===== config.mk =====
export PLATFORM = sky130hd
export DESIGN_NAME = led_pio_sequencer
export DESIGN_NICKNAME = d
export VERILOG_FILES = /design/src/rtl/led_pio_sequencer.sv
export SDC_FILE = /design/constraint.sdc
export NUM_CORES = 1
export LEC_CHECK = 0
export CAP_MARGIN = 20
export CORE_MARGIN = 2
export CORE_UTILIZATION = 50
export CTS_CLUSTER_SIZE = 10
export DETAILED_ROUTE_END_ITERATION = 10
export PLACE_DENSITY = 0.81
export SYNTH_ARGS = -nofsm -noshare
export SYNTH_HDL_FRONTEND = slang
export SYNTH_SLANG_ARGS = --single-unit

===== constraint.sdc =====
create_clock -name clk -period 3.2 [get_ports clk]
set_input_delay 0.48 -clock clk [delete_from_list [all_inputs] [get_ports clk]]
set_output_delay 0.48 -clock clk [all_outputs]
set_load 0.05 [all_outputs]

===== src/rtl/led_pio_sequencer.sv =====
// Plays a CPU-programmed LED pattern table into a PIO s1 slave via single-word Avalon-MM writes.
// Optional completion interrupt is built when LED_SEQ_IRQ_EN is defined.
module led_pio_sequencer #(
  parameter int unsigned NUM_PAT = 8,
  parameter int unsigned DW      = 10,
  parameter int unsigned CNT_W   = 24
) (
  input  logic          clk,
  input  logic          reset_n,
  input  logic [4:0]    address,
  input  logic          chipselect,
  input  logic          write_n,
  input  logic          read_n,
  input  logic [31:0]   writedata,
  output logic [31:0]   readdata,
  output logic [1:0]    m_address,
  output logic          m_chipselect,
  output logic          m_write_n,
  output logic [DW-1:0] m_writedata,
  input  logic          m_waitrequest
`ifdef LED_SEQ_IRQ_EN
  ,
  output logic          irq
`endif
);

  localparam int unsigned IW = (NUM_PAT > 1) ? $clog2(NUM_PAT) : 1;
  localparam int unsigned LW = IW + 1;
  localparam logic [4:0]  NumPatL = 5'(NUM_PAT);

  localparam logic [1:0] StIdle  = 2'd0;
  localparam logic [1:0] StIssue = 2'd1;
  localparam logic [1:0] StDwell = 2'd2;

  logic [1:0]       state_q, state_d;
  logic [IW-1:0]    idx_q, idx_d;
  logic [CNT_W-1:0] cnt_q, cnt_d;
  logic [CNT_W-1:0] dwell_q, dwell_d;
  logic [LW-1:0]    length_q, length_d;
  logic [DW-1:0]    wdata_q, wdata_d;
  logic             loop_q, loop_d;
  logic             done_q, done_d;
  logic             stop_pend_q, stop_pend_d;
  logic [DW-1:0]    table_q [NUM_PAT];
  logic [DW-1:0]    table_d [NUM_PAT];
  logic             irq_ena_rd;

  logic          wr, rd;
  logic          ctrl_wr, start, stop;
  logic          tbl_hit;
  logic [IW-1:0] tbl_sel;
  logic [LW-1:0] idx_nxt;
  logic [CNT_W-1:0] dwell_load;

  assign wr      = chipselect && !write_n;
  assign rd      = chipselect && !read_n;
  assign ctrl_wr = wr && (address == 5'd0);
  // STOP takes priority over START when both are written together
  assign stop    = ctrl_wr && writedata[2];
  assign start   = ctrl_wr && writedata[0] && !writedata[2];
  assign tbl_hit = address[4] && ({1'b0, address[3:0]} < NumPatL);
  assign tbl_sel = address[IW-1:0];

  assign idx_nxt    = {1'b0, idx_q} + LW'(1);
  assign dwell_load = (dwell_q == '0) ? CNT_W'(1) : dwell_q;

  assign m_address    = 2'b00;
  assign m_chipselect = (state_q == StIssue);
  assign m_write_n    = (state_q != StIssue);
  assign m_writedata  = wdata_q;

`ifdef LED_SEQ_IRQ_EN
  logic irq_ena_q, irq_ena_d;

  always_comb begin
    irq_ena_d = irq_ena_q;
    if (ctrl_wr) irq_ena_d = writedata[3];
  end

  always_ff @(posedge clk or negedge reset_n) begin
    if (!reset_n) irq_ena_q <= 1'b0;
    else          irq_ena_q <= irq_ena_d;
  end

  assign irq_ena_rd = irq_ena_q;
  assign irq        = done_q && irq_ena_q;
`else
  assign irq_ena_rd = 1'b0;
`endif

  // Configuration registers and pattern table
  always_comb begin
    loop_d   = loop_q;
    dwell_d  = dwell_q;
    length_d = length_q;
    for (int i = 0; i < int'(NUM_PAT); i++) table_d[i] = table_q[i];
    if (ctrl_wr) loop_d = writedata[1];
    if (wr && address == 5'd2) dwell_d = writedata[CNT_W-1:0];
    if (wr && address == 5'd3) begin
      length_d = (writedata > 32'(NUM_PAT)) ? LW'(NUM_PAT) : writedata[LW-1:0];
    end
    if (wr && tbl_hit) table_d[tbl_sel] = writedata[DW-1:0];
  end

  // Sequencer FSM; pattern data is latched on entry to ISSUE so table edits never disturb it
  always_comb begin
    state_d     = state_q;
    idx_d       = idx_q;
    cnt_d       = cnt_q;
    wdata_d     = wdata_q;
    done_d      = done_q;
    stop_pend_d = stop_pend_q;

    if (wr && address == 5'd1) done_d = 1'b0;

    case (state_q)
      StIdle: begin
        if (start && length_q != '0) begin
          state_d     = StIssue;
          idx_d       = '0;
          done_d      = 1'b0;
          wdata_d     = table_q[0];
          stop_pend_d = 1'b0;
        end
      end
      StIssue: begin
        if (stop) stop_pend_d = 1'b1;
        if (!m_waitrequest) begin
          if (stop || stop_pend_q) begin
            state_d     = StIdle;
            stop_pend_d = 1'b0;
          end else begin
            state_d = StDwell;
            cnt_d   = dwell_load;
          end
        end
      end
      StDwell: begin
        if (stop) begin
          state_d = StIdle;
        end else if (cnt_q <= CNT_W'(1)) begin
          if (idx_nxt < length_q) begin
            idx_d   = idx_nxt[IW-1:0];
            wdata_d = table_q[idx_nxt[IW-1:0]];
            state_d = StIssue;
          end else if (loop_q) begin
            idx_d   = '0;
            wdata_d = table_q[0];
            state_d = StIssue;
          end else begin
            state_d = StIdle;
            done_d  = 1'b1;
          end
        end else begin
          cnt_d = cnt_q - CNT_W'(1);
        end
      end
      default: state_d = StIdle;
    endcase
  end

  always_ff @(posedge clk or negedge reset_n) begin
    if (!reset_n) begin
      state_q     <= StIdle;
      idx_q       <= '0;
      cnt_q       <= '0;
      dwell_q     <= '0;
      length_q    <= '0;
      wdata_q     <= '0;
      loop_q      <= 1'b0;
      done_q      <= 1'b0;
      stop_pend_q <= 1'b0;
      for (int i = 0; i < int'(NUM_PAT); i++) table_q[i] <= '0;
    end else begin
      state_q     <= state_d;
      idx_q       <= idx_d;
      cnt_q       <= cnt_d;
      dwell_q     <= dwell_d;
      length_q    <= length_d;
      wdata_q     <= wdata_d;
      loop_q      <= loop_d;
      done_q      <= done_d;
      stop_pend_q <= stop_pend_d;
      for (int i = 0; i < int'(NUM_PAT); i++) table_q[i] <= table_d[i];
    end
  end

  always_comb begin
    readdata = '0;
    if (rd) begin
      if (address[4]) begin
        if (tbl_hit) readdata = 32'(table_q[tbl_sel]);
      end else begin
        case (address[3:0])
          4'd0:    readdata = {28'b0, irq_ena_rd, 1'b0, loop_q, 1'b0};
          4'd1:    readdata = {24'b0, 4'(idx_q), 2'b0, done_q, (state_q != StIdle)};
          4'd2:    readdata = 32'(dwell_q);
          4'd3:    readdata = 32'(length_q);
          default: readdata = '0;
        endcase
      end
    end
  end

endmodule


==> results.json <==
{
  "setup_viol": 0,
  "ys_warn_count": 0,
  "peakVddDrop_mv": 0.380,
  "place_ws_ns": 0.142,
  "wl_mm": 23.2,
  "cp-start-kind": "register",
  "seq_area_frac_synth_pct": 45.0,
  "grt_pass1_wl_mm": 36.6,
  "maxSlewViolCount": 0,
  "cts_max_level": 4,
  "final.setup_skew_ns": 0.00593,
  "hold_viol": 0,
  "core_area_um2": 16500,
  "rsz0062_at_grt": "false",
  "wl_per_cell_um": 21.5,
  "io_pins": 89,
  "p_switching_mw": 1.83,
  "via_count": 6830,
  "ys.flop_type": "dfrtp_1",
  "critPathArrivalTime_ns": 3.36,
  "p_leak_nw": 4.41,
  "syn_to_final_growth_pct": 23.3,
  "rows": 47,
  "drc": 0,
  "cap_violations": 0,
  "min_path_type": "input pin to async pin",
  "critPathRequiredTime_ns": 3.51,
  "total_power_mw": 5.80,
  "dp_hpwl_mm": 16.3,
  "overflow": 0,
  "powerDensity_nw_per_um2": 563,
  "drtPass1Iterations": 7,
  "path_max_fanout": 21,
  "cts_tree": "done",
  "grt_max_degree": 85,
  "cts_root_buffer": "clkbuf_16",
  "reg2regPathDepth": 7,
  "comb_power_share_pct": 23.1,
  "drtIter0Drc": 668,
  "ys_types": 58,
  "clock_power_share_pct": 32.7,
  "worstMarginPinSlew_ns": 0.813,
  "ys_ff_latch": 150,
  "antenna_cells": 0,
  "fmaxAchievable_mhz": 328,
  "grt.total_usage_pct": 26.7,
  "synthArstFlopShare_pct": 100,
  "clock_path_buffers": 2,
  "seq_power_share_pct": 44.1,
  "synth_edf_count": 0,
  "final_common_cell": "dfrtp_1",
  "layout-drive-gt1-share_pct": 28.1,
  "syn_avg_cell_area_um2": 10.8,
  "die-area_um2": 17800,
  "min_period_over_period_pct": 95.3,
  "slew_headroom_pct": 45.0,
  "io_buffers": 78,
  "final_core_util_pct": 62.5,
  "synth.cell_area_um2": 8350,
  "layout_min_cycle_time_ns": 3.05,
  "swShare_pct": 31.6,
  "gp_congestion": 0.898,
  "clkSinkCount": 150,
  "critPathKind": "register to register",
  "cts-buffers-inserted": 17,
  "antenna_left": 0,
  "via_per_inst": 6.32,
  "clock_latency_ns": 0.42,
  "fin_nets": 898,
  "status": "finished, final reports clean",
  "layout_common_cells": "dfrtp_1 (150), mux2_2 (106), nand2_1 (56)",
  "cts_setup_buffers": 0,
  "die_y_um": 133,
  "syn_inst": 773,
  "die_x_um": 133,
  "end_kind": "register",
  "cts.clk_slew.worst_paths_ns": 0.06,
  "fin_ws_ns": 0.152,
  "setup_tns_ns": 0,
  "grt_pass1_vias": 6608,
  "p_int_mw": 3.97,
  "grt_antenna_before_repair": 0,
  "initial_core_util_pct": 50.7
}
## cell type report
| type | count | area [um^2] |
|---|---|---|
| clock inverter | 9 | 76.3 |
| multi-input combinational | 555 | 4320 |
| sequential | 150 | 3750 |
| clock buffer | 22 | 484 |
| inverter | 9 | 33.8 |
| timing repair buffer | 116 | 1360 |
| fill | 1273 | 6170 |
| tap | 220 | 275 |
## cells by family after synthesis
| logic type | count (synthesis) | synth area share [%] |
|---|---|---|
| AOI/OAI and AO/OA | 176 | 13.5 |
| muxes | 150 | 23.3 |
| xor gates and xnor gates | 1 | 0.105 |
| DFF | 150 | 45.0 |
| buffers and inverters | 77 | 4.37 |
| adders and majority gates | 6 | 0.899 |
| and+or+nand+nor | 212 | 12.8 |
| other | 1 | 0.0449 |
## state kept, by name, summed over array words and instances (netlist names)
register     cells
done_q           1
state_q          2
idx_q            3
length_q         4
cnt_q           24
table_q         80
loop_q           1
m_writedata     10
dwell_q         24
stop_pend_q      1
## worst max-delay path, cell delays in order (launching register included)
cell	delay, ns
dfrtp_1	0.43
or4_1	0.62
or4_4	0.49
or3_4	0.42
a22oi_2	0.24
inv_1	0.34
o21a_1	0.22
o22a_1	0.17
## routing by layer
layer  part of all wire [%]  track usage [%]  up-vias
li1                       -                -     3024
met4                    3.3             10.7        0
met1                     42             36.8     3404
met5                      0                0        -
met2                     46             40.4      350
met3                    8.5             7.42       52
## path summary, 6_finish.rpt
path / to / start / slack, ns
min in group clk: m_writedata[0] / m_writedata[0] / 0.48
max in group asynchronous: dwell_q[21] / reset_n / 2.37
min: table_q[75] / reset_n / 0.11
max reg2reg: cnt_q[15] / cnt_q[12] / 0.15
max: cnt_q[15] / cnt_q[12] / 0.15
min reg2reg: m_writedata[0] / m_writedata[0] / 0.48
## cells in the mapped netlist, types with 2 or more instances
master / instances / share of area [%]
dfrtp_1: 150 / 45
mux2_2: 106 / 14
nand2_1: 56 / 2.5
o21ai_0: 49 / 2.9
nor2_1: 48 / 2.2
a21oi_1: 46 / 2.8
clkbuf_1: 40 / 1.8
mux4_2: 25 / 6.7
nor3_1: 22 / 1.3
nor4_1: 21 / 1.6
mux2i_1: 19 / 2.3
a22oi_1: 17 / 1.5
and2_1: 17 / 1.3
buf_4: 11 / 0.99
a22o_1: 10 / 1.0
nor2b_1: 10 / 0.75
buf_1: 9 / 0.40
inv_1: 9 / 0.40
a221oi_1: 7 / 0.73
a211oi_1: 6 / 0.54
ha_1: 6 / 0.90
nand3_1: 6 / 0.36
o2bb2ai_1: 6 / 0.63
a2bb2oi_1: 5 / 0.52
o22ai_1: 5 / 0.37
buf_6: 4 / 0.54
nand2b_1: 4 / 0.30
a21o_1: 3 / 0.27
a31oi_1: 3 / 0.22
and3_1: 3 / 0.22
buf_2: 3 / 0.18
nand3b_1: 3 / 0.27
nand4_1: 3 / 0.22
o211ai_1: 3 / 0.27
o21a_1: 3 / 0.27
o22a_1: 3 / 0.31
or2_2: 3 / 0.22
or3_1: 3 / 0.22
or4_1: 3 / 0.27
and4_1: 2 / 0.21
nor4b_1: 2 / 0.21
o2111ai_1: 2 / 0.21
o32ai_1: 2 / 0.21
## repair_timing
action,4_1_cts,5_1_grt
hold buffers,0,0
gates resized for setup,0,1
endpoints found under the setup margin,0,4
## power groups by stage
stage,clock [mW],sequential [mW],combinational (mW)
after floorplan,0,2.46,0.962
after global placement,0,2.55,1.26
after detailed placement,0,2.57,1.30
after CTS,1.92,2.54,1.32
after global routing,2.00,2.59,1.45
final,1.90,2.56,1.34
## per-stage QoR
stage	cell area [um^2]	hold slack (ns)	cells
after CTS	10300	0.131	1081
final	10300	0.111	1081
after global placement	9730	0.463	1050
after floorplan	8430	0.184	782
after detailed placement	9730	0.471	1050
after global routing	10300	0.157	1081
(Power assumes the default switching activity.)
